==> src/rtl/wam_pkg.sv <==
// Shared whack-a-mole definitions: hole count, score width, hit FSM encoding
// and a saturating counter helper used by the hit detector and light driver.
package wam_pkg;

    localparam int NUM_HOLES = 9;
    localparam int SCORE_W   = 8;

    typedef enum logic [1:0] {
        IDLE  = 2'd0,
        ARMED = 2'd1,
        DONE  = 2'd2
    } wam_state_e;

    function automatic logic [SCORE_W-1:0] sat_inc(input logic [SCORE_W-1:0] v);
        return (v == {SCORE_W{1'b1}}) ? v : SCORE_W'(v + SCORE_W'(1));
    endfunction

endpackage

==> src/rtl/button_debouncer.sv <==
// Single-button debouncer: the output level follows the input only after the
// input has differed from it for CYCLES consecutive clocks (CYCLES >= 1).
module button_debouncer #(
    parameter logic [19:0] CYCLES = 20'd500000
) (
    input  logic clk,
    input  logic reset,
    input  logic din,
    output logic dout
);

    logic [19:0] cnt_q, cnt_d;
    logic        level_q, level_d;

    always_comb begin
        cnt_d   = '0;
        level_d = level_q;
        if (din != level_q) begin
            // Flip on the CYCLES-th consecutive clock of disagreement.
            if (({1'b0, cnt_q} + 21'd1) >= {1'b0, CYCLES}) begin
                level_d = din;
            end else begin
                cnt_d = cnt_q + 20'd1;
            end
        end
    end

    always_ff @(posedge clk or negedge reset) begin
        if (!reset) begin
            cnt_q   <= '0;
            level_q <= 1'b0;
        end else begin
            cnt_q   <= cnt_d;
            level_q <= level_d;
        end
    end

    assign dout = level_q;

endmodule

==> src/rtl/hit_detector.sv <==
// Whack-a-mole hit detector: synchronizes buttons, edge-detects presses and
// scores them against the lit hole. Define HIT_DEBOUNCE_EN to add debouncing.
module hit_detector
    import wam_pkg::*;
#(
    parameter logic [19:0] DEBOUNCE_CYCLES = 20'd500000
) (
    input  logic                 clk,
    input  logic                 reset,
    input  logic                 start,
    input  logic [NUM_HOLES-1:0] lights,
    input  logic [NUM_HOLES-1:0] buttons,
    output logic [SCORE_W-1:0]   score,
    output logic [SCORE_W-1:0]   misses,
    output logic                 hit,
    output logic                 miss,
    output logic                 wrong
);

    logic [NUM_HOLES-1:0] sync1_q, sync2_q;
    logic [NUM_HOLES-1:0] filt;
    logic [NUM_HOLES-1:0] prev_q;
    logic [NUM_HOLES-1:0] block_q, block_d;
    logic [NUM_HOLES-1:0] press;
    logic [1:0]           settle_q;
    logic                 ready;

    always_ff @(posedge clk or negedge reset) begin
        if (!reset) begin
            sync1_q <= '0;
            sync2_q <= '0;
        end else begin
            sync1_q <= buttons;
            sync2_q <= sync1_q;
        end
    end

`ifdef HIT_DEBOUNCE_EN
    for (genvar i = 0; i < NUM_HOLES; i++) begin : g_deb
        button_debouncer #(
            .CYCLES(DEBOUNCE_CYCLES)
        ) u_deb (
            .clk  (clk),
            .reset(reset),
            .din  (sync2_q[i]),
            .dout (filt[i])
        );
    end
`else
    logic unused_debounce_cfg;
    assign unused_debounce_cfg = ^DEBOUNCE_CYCLES;
    assign filt = sync2_q;
`endif

    // A button held through reset stays blocked until the synchronizer has
    // refilled and both the raw and filtered levels have been seen low.
    assign ready   = settle_q[1];
    assign block_d = block_q & ~({NUM_HOLES{ready}} & ~sync2_q & ~filt);
    assign press   = filt & ~prev_q & ~block_q;

    always_ff @(posedge clk or negedge reset) begin
        if (!reset) begin
            prev_q   <= '0;
            block_q  <= '1;
            settle_q <= '0;
        end else begin
            prev_q   <= filt;
            block_q  <= block_d;
            settle_q <= {settle_q[0], 1'b1};
        end
    end

    wam_state_e         state_q, state_d;
    logic [SCORE_W-1:0] score_q, score_d;
    logic [SCORE_W-1:0] misses_q, misses_d;
    logic               hit_q, hit_d;
    logic               miss_q, miss_d;
    logic               wrong_q, wrong_d;

    always_comb begin
        state_d  = state_q;
        score_d  = score_q;
        misses_d = misses_q;
        hit_d    = 1'b0;
        miss_d   = 1'b0;
        wrong_d  = 1'b0;
        if (!start) begin
            state_d = IDLE;
        end else begin
            case (state_q)
                IDLE: begin
                    if (lights != '0) state_d = ARMED;
                end
                ARMED: begin
                    // An expired light wins over any press in the same cycle.
                    if (lights == '0) begin
                        miss_d   = 1'b1;
                        misses_d = sat_inc(misses_q);
                        state_d  = IDLE;
                    end else if ((press & lights) != '0) begin
                        hit_d   = 1'b1;
                        score_d = sat_inc(score_q);
                        state_d = DONE;
                    end else if (press != '0) begin
                        wrong_d = 1'b1;
                    end
                end
                DONE: begin
                    if (lights == '0) state_d = IDLE;
                end
                default: state_d = IDLE;
            endcase
        end
    end

    always_ff @(posedge clk or negedge reset) begin
        if (!reset) begin
            state_q  <= IDLE;
            score_q  <= '0;
            misses_q <= '0;
            hit_q    <= 1'b0;
            miss_q   <= 1'b0;
            wrong_q  <= 1'b0;
        end else begin
            state_q  <= state_d;
            score_q  <= score_d;
            misses_q <= misses_d;
            hit_q    <= hit_d;
            miss_q   <= miss_d;
            wrong_q  <= wrong_d;
        end
    end

    assign score  = score_q;
    assign misses = misses_q;
    assign hit    = hit_q;
    assign miss   = miss_q;
    assign wrong  = wrong_q;

endmodule

==> config.mk <==
export PLATFORM = sky130hd
export DESIGN_NAME = hit_detector
export DESIGN_NICKNAME = d
export VERILOG_FILES = /design/src/rtl/wam_pkg.sv /design/src/rtl/button_debouncer.sv /design/src/rtl/hit_detector.sv
export SDC_FILE = /design/constraint.sdc
export NUM_CORES = 1
export LEC_CHECK = 0
export BUFFER_PORTS_ARGS = -buffer_cell sky130_fd_sc_hd__buf_2
export CORE_UTILIZATION = 39
export CTS_CLUSTER_SIZE = 12
export DETAILED_ROUTE_END_ITERATION = 8
export GPL_ROUTABILITY_DRIVEN = 0
export PLACE_DENSITY_LB_ADDON = 0.25
export SETUP_SLACK_MARGIN = 0.05
export SLEW_MARGIN = 5
export SYNTH_ARGS = -nofsm -noshare
export SYNTH_HDL_FRONTEND = slang
export SYNTH_SLANG_ARGS = --single-unit
==> constraint.sdc <==
create_clock -name clk -period 1.7 [get_ports clk]
set_clock_uncertainty 0.05 [all_clocks]
set_input_delay 0.17 -clock clk [delete_from_list [all_inputs] [get_ports clk]]
set_output_delay 0.17 -clock clk [all_outputs]
set_load 0.01 [all_outputs]
# [After elaboration in Yosys (flattened, before gate mapping)]
# Cells that the tools add are included.
[classes] mux=18 n_eq_ne=7 bitwise=13 addsub=2 reduce_logical=8
[op_table] op="$and A9 B9 Y9" n=6
[op_table] op="$not A9 Y9" n=4
[op_table] op="$reduce_bool A9 Y1" n=3
[op_table] op="$add A8 B1 Y8 const B" n=2
[op_table] op="$eq A8 B8 Y1 const B" n=2
[op_table] op="$mux W1" n=12
[op_table] op="$mux W2" n=5
[op_table] op="$logic_not A9 Y1" n=1
[op_table] op="$ne A3 B3 Y1 const B" n=2
[op_table] op="$pmux W2 S3" n=1
[op_table] op="$reduce_and A5 Y1" n=1
[op_table] op="$ne A4 B4 Y1 const B" n=1
[op_table] op="$reduce_and A4 Y1" n=1
[op_table] op="$not A1 Y1" n=3
[op_table] op="$reduce_and A3 Y1" n=1
[op_table] op="$eq A2 B1 Y1 const B" n=1
[op_table] op="$eq A2 B2 Y1 const B" n=1
[op_table] op="$logic_not A2 Y1" n=1
[totals] reg_bits=59 out_inout_bits=19

# [Logic depth before layout (Yosys ltp)]
# Gate-level depths: netlist (run 1).
[depth] word_depth=9 depth_mapped=5 ltp_nobuf=5

# [Least setup slack after synthesis (run 1)]
# OpenSTA, ideal clock, no wires.
[synth_timing] kind="reg2reg" from="reg block_q[7]" to="reg score_q[1], in the netlist score[1]" t_arrival_ns=1.638 required_ns=1.522 setup_time_ns=0.128 period_less_slack_ns=1.816 path_slack_ns=-0.116 path_stages_with_launch=6 n_path_buf=0 path_cell_list="dfstp_2 > and4bb_2 > nor4_4 > a31oi_4 > nand2_1 > mux2_1"
[synth_via] elab_chain_len=5
[synth_lines] item="start: declaration" line_no="hit_detector.sv:23" text="logic [NUM_HOLES-1:0] block_q, block_d;"
[synth_lines] item="start signal: assignment" line_no="hit_detector.sv:68" text="block_q <= block_d;"
[synth_lines] item="$not A9 Y9" line_no="hit_detector.sv:59" text="assign press = filt & ~prev_q & ~block_q;"
[synth_lines] item="$and A9 B9 Y9" line_no="hit_detector.sv:59"
[synth_lines] item="$and A9 B9 Y9" line_no="hit_detector.sv:100" text="end else if ((press & lights) != '0) begin"
[synth_lines] item="$reduce_bool A9 Y1" line_no="hit_detector.sv:100"
[synth_lines] item="$reduce_and A5 Y1 (no source line)"
[synth_lines] item="end signal: assignment" line_no="hit_detector.sv:126" text="score_q <= score_d;"
[synth_lines] item="end: declaration" line_no="hit_detector.sv:74" text="logic [SCORE_W-1:0] score_q, score_d;"
# Every way passes these cells.
# A chain may end at the register's enable or synchronous reset.

# [Worst setup path after layout (run 1)]
[layout_timing] from="reg block_q[3]" to="reg score_q[1], in the netlist score[1]"
# The elaborated chain is that of the path after synthesis.

==> flow_summary_export.csv, run 1 <==
group,metric,value,unit
global_routing,antenna_found_initial,0,
timing,hold_violations,0,
route,drt_iter0_drc,24,
clock_network,cts_made_buffers,9,
route,first_pass_iters,4,
synth,synth_flop_cell,"dfrtp_1",
timing,timing.final.crit_share,111,%
clock_network,clockBufferDepth,2,
timing,setup_viol,8,
synth,avgSynthCellArea,14.2,um^2
global_routing,grt_pass1_wl,6.87,mm
final_layout,fillers,483,
synth,syn_area,2240,um^2
worst_setup_path,critical_path_class,"reg -> reg",
worst_setup_path,end_kind,"flip-flop",
synth,yosys_register_bits,59,
route,vias_per_cell,4.74,
clock_network,cts-root-buf,"clkbuf_8",
power,ir_drop,0.717,mV
route,drcViolationCount,0,
placement,dp_cells,288,
synth,synth_nets,181,
power,p_per_area,1070,nW/um^2
final_layout,antenna_cells,0,
route,drtAntennaViolNets,0,
placement,io_buffers,39,
power,leakagePower,1.44,nW
clock_network,clk_pin_slew,0.07,ns
clock_network,htreeDepth,3,
final_layout,drive_gt1_share,43.3,%
timing,clock.fmax,532,MHz
synth,synth_edf_count,0,
placement,pre_cts_ws,-0.158,ns
final_layout,final_util,55.1,%
die,core,5510,um^2
route,routed_wl,4.14,mm
timing,slew_viol_final,0,
synth,synth.distinct_cells,37,
worst_setup_path,critPathArrivalTime,2.04,ns
die,die_area,6050,um^2
final_layout,stdcell_count,317,
die,placementRows,27,
global_routing,grtUsageTotal,15.3,%
global_routing,first_global_vias,1507,
final_layout,syn2layout_area_growth,35.5,%
final_layout,final_cell_mix,"50 x dfrtp_1, 39 x buf_2, 19 x buf_4",
route,wl_per_cell,13.1,um
final_layout,layout_commonest_cell,"dfrtp_1",
route,via_count,1503,
clock_network,cts_tree,"yes",
outcome,violations,"negative setup slack",
timing,fin_tns_setup,-0.832,ns
die,die_w,77.8,um
worst_setup_path,start_kind,"flip-flop",
final_layout,seq_area,1490,um^2
worst_setup_path,crit_required,1.86,ns
hold_path,hp-class,"in -> reg",
die,initial_core_util,40.7,%
flow_run,max-cap-violations,0,
die,die_h,77.8,um
clock_network,clock_latency,0.33,ns
timing,rsz0062_at_grt,"true",
clock_network,cts_num_sinks,59,
worst_setup_path,path_max_fanout,5,
power,fin_total_pwr,3.25,mW
timing,setup_slack,-0.180,ns
global_routing,grt_overflow,0,
timing,fin_crit,1.88,ns
synth,synth_warnings,0,
synth,syn_inst,158,
global_routing,grt_max_degree,60,
final_layout,finalNetCount,263,
final_layout,multi_input_area,741,um^2
outcome,status,"finished with violations",
die,ios,40,
synth,async_flop_share,100,%
placement,dp_hpwl,2.84,mm
synth,synth-seq-area-share,66.4,%
[sequential cells by signal, summed over array words and instances (netlist names)]
name and flops:
block_q 9, filt 9, prev_q 9, sync1_q 9, misses 8, score 8
settle_q 2, state_q 2, hit 1, miss 1, wrong 1
[timing repair]
action                                 in CTS  in global routing
pin swaps                                   3                  5
buffers inserted                            2                  2
hold buffers                               10                  0
endpoints found under the hold margin      59                  0
setup endpoints to repair                  11                 15
gates resized for setup                     4                  4
[power breakdown]
group          internal, mW  switching, mW
combinational         0.218          0.194
clock                 0.715          0.512
sequential             1.51          0.104
[worst max-delay path, stage by stage, from the launching register on]
cell and delay [ns]:
dfstp_2 0.54, and4bb_2 0.24, nor4_4 0.36, a31oi_4 0.15
nand2_2 0.11, mux2_4 0.31
[cells by family after synthesis]
family	after synthesis	synth area share [%]
multiplexers	3	1.45
flip-flops	59	66.4
XOR/XNOR	13	5.08
AO/OA/AOI/OAI	19	6.98
AND/OR/NAND/NOR	50	17.0
buffers and inverters	11	1.84
other	1	0.167
adder cells (fa/ha/maj)	2	1.12
[final timing paths]
path,to,cells past startpoint,start,slack [ns]
setup / recovery,score[1],5,block_q[3],-0.18
min in group asynchronous,misses[4],3,reset,0.30
setup reg to reg,score[1],5,block_q[3],-0.18
hold / removal,state_q[1],3,start,0.14
hold reg to reg,filt[1],0,sync1_q[1],0.29
max in group asynchronous,block_q[5],3,reset,0.96
[cell usage after synthesis (2+ instances only)]
cell      number  area [um^2]
nor3b_1        4         30.0
dfstp_2        9          236
xnor2_1       11         96.3
xor2_1         2         17.5
inv_1         11         41.3
nor4_4         2         42.5
nor2_1         6         22.5
nand4_1        5         31.3
nand2_1        5         18.8
and4bb_2       5         62.6
nand3_1        5         25.0
nor3_1         4         20.0
and4_1         2         17.5
a31oi_1        2         12.5
a21boi_0       9         67.6
and3_1         5         31.3
dfrtp_1       50         1250
ha_1           2         25.0
[area by class of cell]
type	instances	area share (%)
clock buffers	12	4.78
clock inverters	4	1.65
inverters	11	1.36
multi-input cells	88	24.4
flip-flops and latches	59	49.0
well taps	72	2.97
repair buffers	71	15.8
[metal layers]
metal / GRT usage, % / part of all wire, % / vias up / wire length, um
met3: 6.00 / 5.1 / 8 / 210
met4: 7.36 / 1.6 / 0 / 65
li1: - / - / 720 / -
met5: 0 / 0 / - / 0
met1: 18.4 / 45 / 738 / 1870
met2: 24.1 / 48 / 37 / 1990
[metrics by stage]
step / cell area, um^2 / hold slack, ns
finish: 3040 / 0.138
floorplan: 2240 / -0.176
detailed placement: 2680 / 0.149
global placement: 2680 / 0.147
global route: 3040 / 0.129
CTS: 3010 / 0.126
Note: power is estimated with default switching activity, not from simulation.
==> run 2, diff against run 1 <==
==> constraint.sdc (replaced) <==
create_clock -name clk -period 1.6 [get_ports clk]
set_clock_uncertainty 0.05 [all_clocks]
set_input_delay 0.16 -clock clk [delete_from_list [all_inputs] [get_ports clk]]
set_output_delay 0.16 -clock clk [all_outputs]
set_load 0.01 [all_outputs]
==> flow_summary_export.csv, run 2 (same netlist as run 1, synthesis figures left out) <==
group,metric,value,unit
timing,fin_crit,1.81,ns
die,initial_core_util,40.7,%
timing,rsz0062_at_grt,"true",
route,routed_wl,4.31,mm
die,core,5510,um^2
die,die_h,77.8,um
die,die_w,77.8,um
timing,fin_tns_setup,-1.34,ns
timing,hold_violations,0,
final_layout,fillers,470,
worst_setup_path,critPathArrivalTime,1.98,ns
worst_setup_path,path_cells,"and4bb_2, nor4_4, a31oi_4, nand2_2, mux2_4",
worst_setup_path,path_max_fanout,4,
placement,placedInstanceArea,2820,um^2
global_routing,antenna_found_initial,0,
worst_setup_path,critical_path_class,"reg -> reg",
clock_network,cts_made_buffers,9,
clock_network,cts_tree,"yes",
final_layout,finalNetCount,276,
worst_setup_path,start_kind,"flip-flop",
route,vias_per_cell,4.75,
clock_network,clock_latency,0.34,ns
route,drcViolationCount,0,
final_layout,finalInstanceArea,3200,um^2
worst_setup_path,slowest_delay,0.53,ns
power,leakagePower,1.55,nW
worst_setup_path,reg2reg_slack,-0.21,ns
worst_setup_path,end_kind,"flip-flop",
power,ir_drop,0.724,mV
final_layout,layout_commonest_cell,"dfrtp_1",
timing,clock.fmax,553,MHz
final_layout,final_cell_mix,"50 x dfrtp_1, 39 x buf_2, 30 x buf_4",
route,drtAntennaViolNets,0,
global_routing,grt_overflow,0,
clock_network,cts-root-buf,"clkbuf_8",
route,drt_iter0_drc,60,
clock_network,cts_num_sinks,59,
final_layout,antenna_cells,0,
timing,timing.final.crit_share,113,%
route,wl_per_cell,13.1,um
final_layout,drive_gt1_share,48.1,%
route,first_pass_iters,4,
global_routing,first_global_vias,1641,
clock_network,clk_pin_slew,0.07,ns
die,ios,40,
placement,pre_cts_ws,-0.211,ns
die,die_area,6050,um^2
global_routing,grtUsageTotal,17.1,%
global_routing,grt_pass1_wl,7.48,mm
die,placementRows,27,
timing,setup_viol,11,
final_layout,syn2layout_area_growth,42.7,%
hold_path,hp-class,"in -> reg",
timing,setup_slack,-0.208,ns
route,via_count,1567,
outcome,status,"finished with violations",
outcome,violations,"negative setup slack",
timing,slew_viol_final,0,
placement,dp_hpwl,3.10,mm
final_layout,final_util,58.1,%
worst_setup_path,startpoint,"block_q[7]",
placement,io_buffers,39,
power,fin_total_pwr,3.60,mW
worst_setup_path,cpMaxStageDelayCell,"dfstp_2",
power,p_per_area,1130,nW/um^2
worst_setup_path,r2r-start,"block_q[7]",
hold_path,worstHoldStart,"start",
flow_run,max-cap-violations,0,
clock_network,htreeDepth,3,
global_routing,grt_max_degree,25,
worst_setup_path,crit_required,1.78,ns
clock_network,clockBufferDepth,2,
==> run 2: metrics by stage <==
stage                     instances  hold WS [ns]
after floorplan                 158        -0.186
after global placement          301        0.0937
after detailed placement        301        0.0976
after CTS                       330         0.117
after global routing            330         0.124
final                           330         0.127
==> run 2: what timing repair did <==
action | 4_1_cts | 5_1_grt
hold buffers | 10 | 0
hold endpoints to repair | 20 | 0
pin swaps | 2 | 5
buffers inserted | 3 | 0
resized for setup | 3 | 7
setup endpoints to repair | 13 | 14
==> run 2: final cells by class <==
cell class | instances | area [um^2] | share of cell area, %
clock buffer | 10 | 138 | 4.30
clock inverter | 6 | 71.3 | 2.23
inverter | 11 | 41.3 | 1.29
multi-input combinational | 88 | 767 | 24.0
sequential | 59 | 1490 | 46.5
tap | 72 | 90.1 | 2.82
timing repair buffer | 84 | 603 | 18.9
==> run 2: power by group <==
group | leakage [nW] | total [mW] | switching (mW) | internal, mW
clock | 0.0995 | 1.38 | 0.612 | 0.773
sequential | 0.710 | 1.68 | 0.0791 | 1.60
combinational | 0.744 | 0.542 | 0.252 | 0.290
==> run 2: worst max-delay path, delay by kind of cell (launching register included) <==
| kind | cells | cell delay (ns) |
|---|---|---|
| DFF | 1 | 0.53 |
| and+or+nand+nor | 3 | 0.68 |
| muxes | 1 | 0.29 |
| AOI/OAI and AO/OA | 1 | 0.14 |
==> run 2: layer usage <==
metal	routed length, um	up-vias	GRT usage (%)
met2	2150	34	27.3
met5	0	-	0
met1	1870	771	19.7
met3	192	10	6.94
li1	-	752	-
met4	95	0	9.06
==> run 2: path summary, 6_finish.rpt <==
path                       depth (start not counted)    endpoint
min in group asynchronous                          2     filt[3]
max in group asynchronous                          3  block_q[7]
max reg2reg                                        5    score[1]
max                                                5    score[1]
min reg2reg                                        0     filt[4]
min                                                3  state_q[1]
==> run 3, diff against run 2 <==
--- a/config.mk
+++ b/config.mk
@@ -10,7 +10,6 @@
 export CTS_CLUSTER_SIZE = 12
 export DETAILED_ROUTE_END_ITERATION = 8
 export GPL_ROUTABILITY_DRIVEN = 0
-export PLACE_DENSITY_LB_ADDON = 0.25
 export SETUP_SLACK_MARGIN = 0.05
 export SLEW_MARGIN = 5
 export SYNTH_ARGS = -nofsm -noshare
==> flow_summary_export.csv, run 3 (same netlist as run 1, synthesis figures left out) <==
group,metric,value,unit
worst_setup_path,cp_num_buf_inv,0,
route,drt_iter0_drc,78,
clock_network,cts-root-buf,"clkbuf_8",
flow_run,max-cap-violations,0,
worst_setup_path,crit_required,1.76,ns
worst_setup_path,reg2reg_slack,-0.21,ns
timing,clock.fmax,551,MHz
final_layout,final_cell_mix,"50 x dfrtp_1, 39 x buf_2, 35 x buf_4",
placement,io_buffers,39,
worst_setup_path,cpMaxStageDelayCell,"dfstp_2",
final_layout,layout_commonest_cell,"dfrtp_1",
final_layout,finalInstanceArea,3170,um^2
global_routing,antenna_found_initial,0,
route,wl_per_cell,12.4,um
worst_setup_path,path_max_fanout,4,
die,core,5510,um^2
die,die_w,77.8,um
clock_network,cts_tree,"yes",
clock_network,cts_made_buffers,9,
outcome,violations,"negative setup slack",
global_routing,grt_overflow,0,
die,placementRows,27,
global_routing,grt_pass1_wl,7.19,mm
outcome,status,"finished with violations",
timing,fin_crit,1.81,ns
timing,rsz0062_at_grt,"true",
timing,hold_violations,0,
placement,pre_cts_ws,-0.235,ns
die,die_area,6050,um^2
worst_setup_path,critPathArrivalTime,1.98,ns
timing,fin_tns_setup,-1.56,ns
die,initial_core_util,40.7,%
global_routing,grtUsageTotal,16.0,%
hold_path,hp-class,"in -> reg",
worst_setup_path,slowest_delay,0.53,ns
worst_setup_path,path_cells,"and4bb_2, nor4_4, a31oi_4, nand2_2, mux2_4",
global_routing,grt_max_degree,60,
die,ios,40,
global_routing,first_global_vias,1610,
worst_setup_path,critical_path_class,"reg -> reg",
final_layout,syn2layout_area_growth,41.4,%
clock_network,clock_latency,0.33,ns
worst_setup_path,start_kind,"flip-flop",
timing,timing.final.crit_share,113,%
clock_network,clk_pin_slew,0.06,ns
final_layout,drive_gt1_share,47.1,%
power,leakagePower,1.53,nW
route,vias_per_cell,4.62,
placement,placedInstanceArea,2820,um^2
die,die_h,77.8,um
power,p_per_area,1110,nW/um^2
worst_setup_path,end_kind,"flip-flop",
route,first_pass_iters,4,
route,via_count,1539,
clock_network,cts_num_sinks,59,
placement,dp_hpwl,2.88,mm
final_layout,antenna_cells,0,
timing,setup_viol,11,
route,drtAntennaViolNets,0,
worst_setup_path,critical_path.top_delay_family,"simple AND/OR/NAND/NOR gates",
clock_network,htreeDepth,3,
timing,setup_slack,-0.215,ns
power,ir_drop,0.660,mV
timing,slew_viol_final,0,
clock_network,clockBufferDepth,2,
route,routed_wl,4.13,mm
route,drcViolationCount,0,
final_layout,finalNetCount,279,
==> run 3: final cells by class <==
class,count,area [um^2]
flip-flops and latches,59,1490
repair buffers,87,609
fillers,453,2340
inverters,11,41.3
multi-input cells,88,737
well taps,72,90.1
clock inverters,6,65.1
clock buffers,10,138
==> run 3: repair_timing <==
item                                    4_1_cts  5_1_grt
resized for setup                             3        1
pin swaps                                     2        1
endpoints found under the setup margin       14       15
hold buffers                                 10        0
buffers inserted                              3        2
endpoints found under the hold margin        59        0
cloned                                        0        0
==> run 3: power breakdown <==
group | internal (mW) | switching, mW
clock network | 0.760 | 0.581
logic | 0.258 | 0.227
registers | 1.60 | 0.0873
==> run 3: path summary, 6_finish.rpt <==
path	cells after the start	startpoint	endpoint
setup / recovery	5	block_q[1]	score[1]
hold / removal	3	start	state_q[1]
setup reg to reg	5	block_q[1]	score[1]
hold reg to reg	0	settle_q[0]	settle_q[1]
max in group asynchronous	3	reset	block_q[3]
min in group asynchronous	3	reset	score[5]
==> run 3: worst reg2reg max path: cells and delay by family (launching register included) <==
| kind | cells | cell delay (ns) |
|---|---|---|
| AO/OA/AOI/OAI | 1 | 0.14 |
| flip-flops | 1 | 0.53 |
| multiplexers | 1 | 0.30 |
| AND/OR/NAND/NOR | 3 | 0.68 |
==> run 3: layer usage <==
layer | track usage [%] | vias up | part of all wire (%)
met2 | 24.5 | 32 | 48
li1 | - | 753 | -
met5 | 0 | - | 0
met1 | 20.0 | 743 | 46
met3 | 4.35 | 11 | 3.3
met4 | 10.2 | 0 | 2.7
==> run 3: per-stage QoR <==
step | total power, mW | hold WS [ns] | std cells | util (%)
after floorplan | 1.91 | -0.186 | 158 | -
after global placement | 2.14 | 0.139 | 303 | 51.2
after detailed placement | 2.16 | 0.138 | 303 | 51.2
after CTS | 3.56 | 0.107 | 331 | 57.2
after global routing | 3.68 | 0.147 | 333 | 57.5
final | 3.51 | 0.125 | 333 | 57.5
